===== config.mk =====
export PLATFORM = sky130hd
export DESIGN_NAME = fifo_rd_packer_flat
export DESIGN_NICKNAME = d
export VERILOG_FILES = /design/src/rtl/fifo_rd_packer_if.sv /design/src/rtl/fifo_rd_packer.sv /design/src/flat_wrapper.sv
export SDC_FILE = /design/constraint.sdc
export NUM_CORES = 1
export LEC_CHECK = 0
export CAP_MARGIN = 0
export CORE_MARGIN = 2
export CORE_UTILIZATION = 45
export DETAILED_ROUTE_END_ITERATION = 10
export GPL_TIMING_DRIVEN = 0
export PLACE_DENSITY_LB_ADDON = 0.05
export SYNTH_ARGS = -nofsm -noshare
export SYNTH_HDL_FRONTEND = slang
export SYNTH_SLANG_ARGS = --single-unit

===== constraint.sdc =====
create_clock -name rclk -period 2.4 [get_ports rclk]
set_input_delay 0.24 -clock rclk [delete_from_list [all_inputs] [get_ports rclk]]
set_output_delay 0.24 -clock rclk [all_outputs]
set_load 0.02 [all_outputs]

===== src/rtl/fifo_rd_packer_if.sv =====
// Read-side bundle for fifo_rd_packer: FIFO read port,
// flush pulse and the packed-word valid/ready output.
interface fifo_rd_packer_if #(
  parameter int DSIZE = 8,
  parameter int RATIO = 4
);
  localparam int OSIZE = DSIZE * RATIO;
  localparam int CW    = $clog2(RATIO) + 1;

  logic             empty;
  logic             rreq;
  logic [DSIZE-1:0] rdata;
  logic             flush;
  logic [OSIZE-1:0] out_data;
  logic [CW-1:0]    out_bytes;
  logic             out_valid;
  logic             out_ready;
  logic             busy;

  modport master (
    output empty, rdata, flush, out_ready,
    input  rreq, out_data, out_bytes,
    input  out_valid, busy
  );

  modport slave (
    input  empty, rdata, flush, out_ready,
    output rreq, out_data, out_bytes,
    output out_valid, busy
  );
endinterface


===== src/rtl/fifo_rd_packer.sv =====
// Packs RATIO consecutive FIFO entries into one wide word,
// with flush of partial words and valid/ready output.
module fifo_rd_packer #(
  parameter int DSIZE = 8,
  parameter int RATIO = 4
) (
  input logic             rclk,
  input logic             rst,
  fifo_rd_packer_if.slave bus
);
  localparam int OSIZE = DSIZE * RATIO;
  localparam int CW    = $clog2(RATIO) + 1;

  typedef logic [CW-1:0] cnt_t;
  typedef logic [CW:0]   sum_t;

  localparam cnt_t FULL = cnt_t'(RATIO);
  localparam cnt_t LAST = cnt_t'(RATIO - 1);

  logic [DSIZE-1:0] lane_q [RATIO];
  logic [DSIZE-1:0] lane_d [RATIO];
  cnt_t             cnt_q, cnt_d;
  logic             pend_q;
  logic             flush_q, flush_d;
  logic             ov_q, ov_d;
  logic [OSIZE-1:0] od_q, od_d;
  cnt_t             ob_q, ob_d;

  logic             out_free;
  logic             rreq;
  sum_t             inflight;
  logic [OSIZE-1:0] full_w;
  logic [OSIZE-1:0] part_w;
  logic [OSIZE-1:0] cap_w;

  assign out_free = !ov_q || bus.out_ready;
  assign inflight = sum_t'(cnt_q) + sum_t'(pend_q);
  assign rreq     = !rst && !bus.empty && !flush_q
                  && (inflight < sum_t'(RATIO));

  // Partial word keeps only the captured lanes; upper ones read zero
  always_comb begin
    full_w = '0;
    part_w = '0;
    for (int i = 0; i < RATIO; i++) begin
      full_w[i*DSIZE +: DSIZE] = lane_q[i];
      if (cnt_t'(i) < cnt_q)
        part_w[i*DSIZE +: DSIZE] = lane_q[i];
    end
  end

  assign cap_w = {bus.rdata, full_w[OSIZE-DSIZE-1:0]};

  always_comb begin
    lane_d  = lane_q;
    cnt_d   = cnt_q;
    flush_d = flush_q;
    ov_d    = ov_q;
    od_d    = od_q;
    ob_d    = ob_q;
    if (ov_q && bus.out_ready)
      ov_d = 1'b0;
    if (pend_q) begin
      lane_d[cnt_q[CW-2:0]] = bus.rdata;
      if (cnt_q == LAST && out_free) begin
        od_d  = cap_w;
        ob_d  = FULL;
        ov_d  = 1'b1;
        cnt_d = '0;
      end else begin
        cnt_d = cnt_q + cnt_t'(1);
      end
    end else if (cnt_q == FULL) begin
      if (out_free) begin
        od_d  = full_w;
        ob_d  = FULL;
        ov_d  = 1'b1;
        cnt_d = '0;
      end
    end else if (flush_q && out_free) begin
      if (cnt_q != '0) begin
        od_d  = part_w;
        ob_d  = cnt_q;
        ov_d  = 1'b1;
        cnt_d = '0;
      end
      flush_d = 1'b0;
    end
    if (bus.flush && !flush_q)
      flush_d = 1'b1;
  end

  always_ff @(posedge rclk or posedge rst) begin
    if (rst) begin
      for (int i = 0; i < RATIO; i++)
        lane_q[i] <= '0;
      cnt_q   <= '0;
      pend_q  <= 1'b0;
      flush_q <= 1'b0;
      ov_q    <= 1'b0;
      od_q    <= '0;
      ob_q    <= '0;
    end else begin
      lane_q  <= lane_d;
      cnt_q   <= cnt_d;
      pend_q  <= rreq;
      flush_q <= flush_d;
      ov_q    <= ov_d;
      od_q    <= od_d;
      ob_q    <= ob_d;
    end
  end

  assign bus.rreq      = rreq;
  assign bus.out_data  = od_q;
  assign bus.out_bytes = ob_q;
  assign bus.out_valid = ov_q;
  assign bus.busy      = (cnt_q != '0) | pend_q
                       | flush_q | ov_q;
endmodule


===== src/flat_wrapper.sv =====
// flat-port wrapper written by rule: the top's interface ports become plain ports
module fifo_rd_packer_flat 
#(
  parameter int DSIZE = 8,
  parameter int RATIO = 4
)
  (rclk, rst, bus_empty, bus_rdata, bus_flush, bus_out_ready, bus_rreq, bus_out_data, bus_out_bytes, bus_out_valid, bus_busy);
  fifo_rd_packer_if #(.DSIZE(DSIZE), .RATIO(RATIO)) bus_i ();
  input logic rclk;
  input logic rst;
  input wire logic [$bits(bus_i.empty)-1:0] bus_empty;
  input wire logic [$bits(bus_i.rdata)-1:0] bus_rdata;
  input wire logic [$bits(bus_i.flush)-1:0] bus_flush;
  input wire logic [$bits(bus_i.out_ready)-1:0] bus_out_ready;
  output wire logic [$bits(bus_i.rreq)-1:0] bus_rreq;
  output wire logic [$bits(bus_i.out_data)-1:0] bus_out_data;
  output wire logic [$bits(bus_i.out_bytes)-1:0] bus_out_bytes;
  output wire logic [$bits(bus_i.out_valid)-1:0] bus_out_valid;
  output wire logic [$bits(bus_i.busy)-1:0] bus_busy;
  assign bus_i.empty = bus_empty;
  assign bus_i.rdata = bus_rdata;
  assign bus_i.flush = bus_flush;
  assign bus_i.out_ready = bus_out_ready;
  assign bus_rreq = bus_i.rreq;
  assign bus_out_data = bus_i.out_data;
  assign bus_out_bytes = bus_i.out_bytes;
  assign bus_out_valid = bus_i.out_valid;
  assign bus_busy = bus_i.busy;
  fifo_rd_packer #(.DSIZE(DSIZE), .RATIO(RATIO)) u_core (.rclk(rclk), .rst(rst), .bus(bus_i));
endmodule

# --- After elaboration in Yosys (flattened, before gate mapping) ---
# Index checks and enable logic that the tools add are counted.
word_totals:
  output_inout_bits: 38
  regBits: 73
  in_bits: 13
classes:
  bitwise_logic: 4
  order_cmp: 7
  reduce_logical: 20
  n_mux: 36
  add_sub_neg: 2
  eq_ne: 6
ops:
  columns: ["op", "count"]
  rows:
  - ["two-way mux 32 bit", 6]
  - ["two-way mux 8 bit", 5]
  - ["two-way mux 3 bit", 12]
  - ["bitwise mux 32 bit", 1]
  - ["demux 8 bit (select 2 bit)", 1]
  - ["two-way mux 1 bit", 11]
  - ["nonzero test 3 bit", 3]
  - ["logical AND 1 bit", 8]
  - ["less-than comparator 1 x 3 -> 1 bit, first input constant", 2]
  - ["less-than comparator 2 x 3 -> 1 bit, first input constant", 2]
  - ["inequality test 2 bit, second input constant", 3]
  - ["AND reduction 3 bit", 2]
  - ["adder 3 x 1 -> 4 bit", 1]
  - ["logical NOT 1 bit", 4]
  - ["less-than comparator 4 x 3 -> 1 bit, second input constant", 1]
  - ["AND reduction 4 bit", 1]
  - ["adder 3 x 1 -> 3 bit, second input constant", 1]
  - ["equality test 3 x 2 -> 1 bit, second input constant", 1]
  - ["equality test 3 bit, second input constant", 1]
  - ["greater-or-equal comparator 3 bit, second input constant", 1]
  - ["less-than comparator 3 x 1 -> 1 bit, second input constant", 1]
  - ["inequality test 3 x 1 -> 1 bit, second input constant", 1]
  - ["inverter 2 -> 3 bit", 1]
  - ["bitwise OR 1 bit", 3]
  - ["2 further kinds", 2]

# --- Longest topological paths before layout ---
logic_depth:
  word_depth: 7
  mapped_depth: 8

# --- Worst setup path before layout ---
# OpenSTA, ideal clock, no wires.
synth_path:
  kind: "reg-to-reg"
  from: "reg u_core.cnt_q[0]"
  to: "reg u_core.od_q[24] (netlist: u_core.bus.out_data[24])"
  required_ps: 2275
  slack_ps: 492
  arrival_time_ps: 1783
  path_stages_with_launch: 8
  path_cell_list: "dfrtp_1 inv_1 ha_1 mux2_2 a22oi_2 buf_4 nor2_8 mux2_4"
synth_via:
  elab_chain_len: 6
  elab_cells_between_ends: 15
  cone_classes: "1 x order compare; 4 x eq/ne; 5 x mux; 5 x reduce/logical"
synth_rtl:
  columns: ["item", "line_no", "source"]
  rows:
  - ["from (decl)", "fifo_rd_packer.sv:22", "cnt_t cnt_q, cnt_d;"]
  - ["from (signal assigned)", "fifo_rd_packer.sv:105", "cnt_q <= cnt_d;"]
  - ["less-than comparator 2 x 3 -> 1 bit", "fifo_rd_packer.sv:47", "if (cnt_t'(i) < cnt_q)"]
  - ["two-way mux 8 bit", "fifo_rd_packer.sv:47", null]
  - ["two-way mux 32 bit", "fifo_rd_packer.sv:81", "if (cnt_q != '0) begin"]
  - ["two-way mux 32 bit", "fifo_rd_packer.sv:80", "end else if (flush_q && out_free) begin"]
  - ["two-way mux 32 bit", "fifo_rd_packer.sv:73", "end else if (cnt_q == FULL) begin"]
  - ["two-way mux 32 bit", "fifo_rd_packer.sv:63", "if (pend_q) begin"]
  - ["to (signal assigned)", "fifo_rd_packer.sv:101", "od_q <= '0;"]
  - ["to (signal assigned)", "fifo_rd_packer.sv:109", "od_q <= od_d;"]
  - ["to (decl)", "fifo_rd_packer.sv:26", "logic [OSIZE-1:0] od_q, od_d;"]
# Several ways; a longest one is shown, not always the timed one. The select of a mux whose other input is x is not followed.
# A chain may end at the register's enable or synchronous reset.

# --- Worst setup path in the final report ---
layout_path:
  from: "reg u_core.cnt_q[2]"
  to: "out bus_rreq"
layout_via:
  elab_chain_len: 3
layout_rtl:
  columns: ["item", "line_no", "source"]
  rows:
  - ["adder 3 x 1 -> 4 bit", "fifo_rd_packer.sv:37", "assign inflight = sum_t'(cnt_q) + sum_t'(pend_q);"]
  - ["less-than comparator 4 x 3 -> 1 bit", "fifo_rd_packer.sv:39", "&& (inflight < sum_t'(RATIO));"]
  - ["logical AND 1 bit", "fifo_rd_packer.sv:39", null]
  - ["to (decl)", "flat_wrapper.sv:15", "output wire logic [$bits(bus_i.rreq)-1:0] bus_rreq;"]
# No other way between the ends.

==> impl_metrics.toml <==
[yosys]
yosys_warnings = 0
synth-edff-count = 0
async_flop_share_pct = 100
yosys.area.top_type = "dfrtp_1"
syn_avg_cell_area_um2 = 11.8
synth_nets = 285
yosysMostFrequentCell = "dfrtp_1"
ys_top_cells_by_area = "dfrtp_1 (58%), mux2_2 (12%), o21ai_0 (6.5%), nand2_1 (4.6%), mux2_4 (3.8%)"
synth_seq_cells = 73
synth_top_area_share_pct = 57.9
yosysSeqAreaShare_pct = 57.9
syn_inst = 268
synthesis.area_um2 = 3160
synth_common_cells = "dfrtp_1 (73), o21ai_0 (41), nand2_1 (39)"
synthFlopType = "dfrtp_1"
synth_cell_type_count = 29

[final_layout]
nets = 347
antenna_cells = 0
drive_above_1_share_pct = 21.8
final_cells = 431
stdcell_area_um2 = 4030
post-route-util_pct = 59.3
area_growth_pct = 27.6

[power_and_ir_drop]
leakage_nw = 1.72
power_density_nw_per_um2 = 1330
peakVddDrop_v = 0.000639

[setup_path]
crit_fanout = 8
r2r_start = "u_core.cnt_q[0]$_DFFE_PP0P_"
end_kind = "output pin"
path_class = "flip-flop to output pin"
critPathLaunchType = "flip-flop"
worstPathRequired_ns = 2.16
cp.arrival_ns = 1.97
reg2reg_slack_ns = 0.24
rr_worst_depth = 8
worst_r2r_endpoint = "u_core.bus.out_data[16]$_DFFE_PP0P_"

[placement]
hpwl_um = 4640
numPortBuffers = 50
placed_cell_area_um2 = 3800
place_congestion = 0.820
dp.cells = 415

[route]
first_pass_iters = 4
route.vias.total = 2180
routed_wl_um = 7030
drc_errors = 0
antenna_left = 0
viasPerCell = 5.06
drtIter0Drc = 58
wl_per_cell_um = 16.3

[sta]
relSlewSlack_pct = 43.5
hold_viol = 0
setup-violations-final = 0
fin_setup_tns_ns = 0
finalMaxSlewViolations = 0
max_clock_freq_mhz = 453
min_period_over_period_pct = 92.0
holdWs_ns = 0.267
fin_crit_ns = 2.21
grt_setup_unrepaired = "false"
fin_skew_ns = 0.00876
tightest_slew_ns = 0.840

[global_routing]
grt_pass1_vias = 2163
grt-ovfl-total = 0
grt_max_degree = 43
track_usage_pct = 20.2
grt_pass1_wl_um = 11300
antenna_found_initial = 0

[job]
drv_cap = 0

[die]
die_x_um = 87.8
io_pins = 51
num_rows = 30
die_h_um = 87.8
die_area_um2 = 7700
core_area_um2 = 6790
start_util_pct = 46.5

[clocking]
cts_tree = "yes"
clock_latency_ns = 0.35
clock-sinks = 73
cts_max_level = 3
clk_pin_slew_ns = 0.08
cts.path.max_buffers = 2
cts_root_buffer = "clkbuf_8"
numCtsBuffers = 9

[min_path]
hold_path.class = "input port to asynchronous set/reset pin"

[outcome]
status = "finished clean"
## worst max-delay path by stage
stage,from,to,slack (ns)
4_1_cts,u_core.cnt_q[0]$_DFFE_PP0P_,bus_busy,0.17
2_1_floorplan,rst,u_core.bus.out_bytes[0]$_DFFE_PP0P_,0.31
3_5_place_dp,bus_empty,bus_rreq,0.17
3_3_place_gp,rst,u_core.bus.out_data[16]$_DFFE_PP0P_,-1.01
5_1_grt,u_core.cnt_q[0]$_DFFE_PP0P_,u_core.bus.out_data[14]$_DFFE_PP0P_,0.08
6_report,u_core.cnt_q[2]$_DFFE_PP0P_,bus_rreq,0.19
## critical path, stage by stage (launching register included)
cell and delay, ns:
dfrtp_1 0.36, clkbuf_2 0.15, or4_1 0.52, a31oi_1 0.22, dlygate4sd2_1 0.37
## layer usage
metal / up-vias / GRT usage [%] / wire [um]
li1: 1055 / - / -
met1: 1075 / 26.9 / 3260
met2: 40 / 32.3 / 3470
met3: 10 / 3.96 / 180
met4: 0 / 8.81 / 123
met5: - / 0 / 0
## cell usage in the layout, fill, tap and decap left out, types with 3 or more instances in the layout
master	n
a22o_1	3
buf_2	4
buf_6	3
clkbuf_1	4
clkbuf_8	11
clkdlybuf4s50_1	49
dfrtp_1	73
ha_1	4
inv_1	3
mux2_2	34
mux2_4	8
nand2_1	39
nand2b_1	9
nor2_1	3
nor2b_1	3
o21ai_0	41
o21ai_1	19
## cell families after synthesis
family                     after synthesis  synth area share, %
DFF                                     73                 57.9
AOI/OAI and AO/OA                       72                 12.6
and+or+nand+nor                         59                 8.76
muxes                                   42                 15.9
buffers and inverters                   18                 3.29
adders and majority gates                4                 1.59
## area by class of cell
| cell class | count | area (um^2) |
|---|---|---|
| Buffer | 14 | 88.8 |
| Inverter | 4 | 17.5 |
| Fill cell | 600 | 2770 |
| Clock buffer | 11 | 151 |
| Sequential cell | 73 | 1830 |
| Multi-Input combinational cell | 177 | 1230 |
| Tap cell | 96 | 120 |
| Clock inverter | 5 | 77.6 |
| Timing Repair Buffer | 51 | 519 |
## per-stage QoR
| stage | setup slack, ns | total power, mW |
|---|---|---|
| finish | 0.191 | 5.36 |
| CTS | 0.171 | 5.43 |
| detailed placement | 0.165 | 4.31 |
| floorplan | 0.307 | 3.49 |
| global placement | -1.01 | 4.25 |
| global route | 0.0821 | 5.71 |
## flip-flops by register name, summed over array words and instances (netlist names)
| name | flops |
|---|---|
| u_core.full_w | 8 |
| u_core.pend_q | 1 |
| u_core.bus.out_valid | 1 |
| u_core.bus.out_data | 32 |
| u_core.flush_q | 1 |
| u_core.cnt_q | 3 |
| u_core.cap_w | 24 |
| u_core.bus.out_bytes | 3 |
## report_power, final
group / leakage, nW / total, mW / switching (mW) / internal, mW
sequential: 0.919 / 2.02 / 0.277 / 1.74
clock: 0.115 / 1.10 / 0.458 / 0.638
combinational: 0.685 / 2.25 / 1.16 / 1.09
## timing repair
action                     4_1_cts  5_1_grt
hold buffers                     0        0
setup buffers                    0        0
setup endpoints to repair        1        0
resized for setup                1        0
No activity file was read; power rests on OpenSTA's default activity.
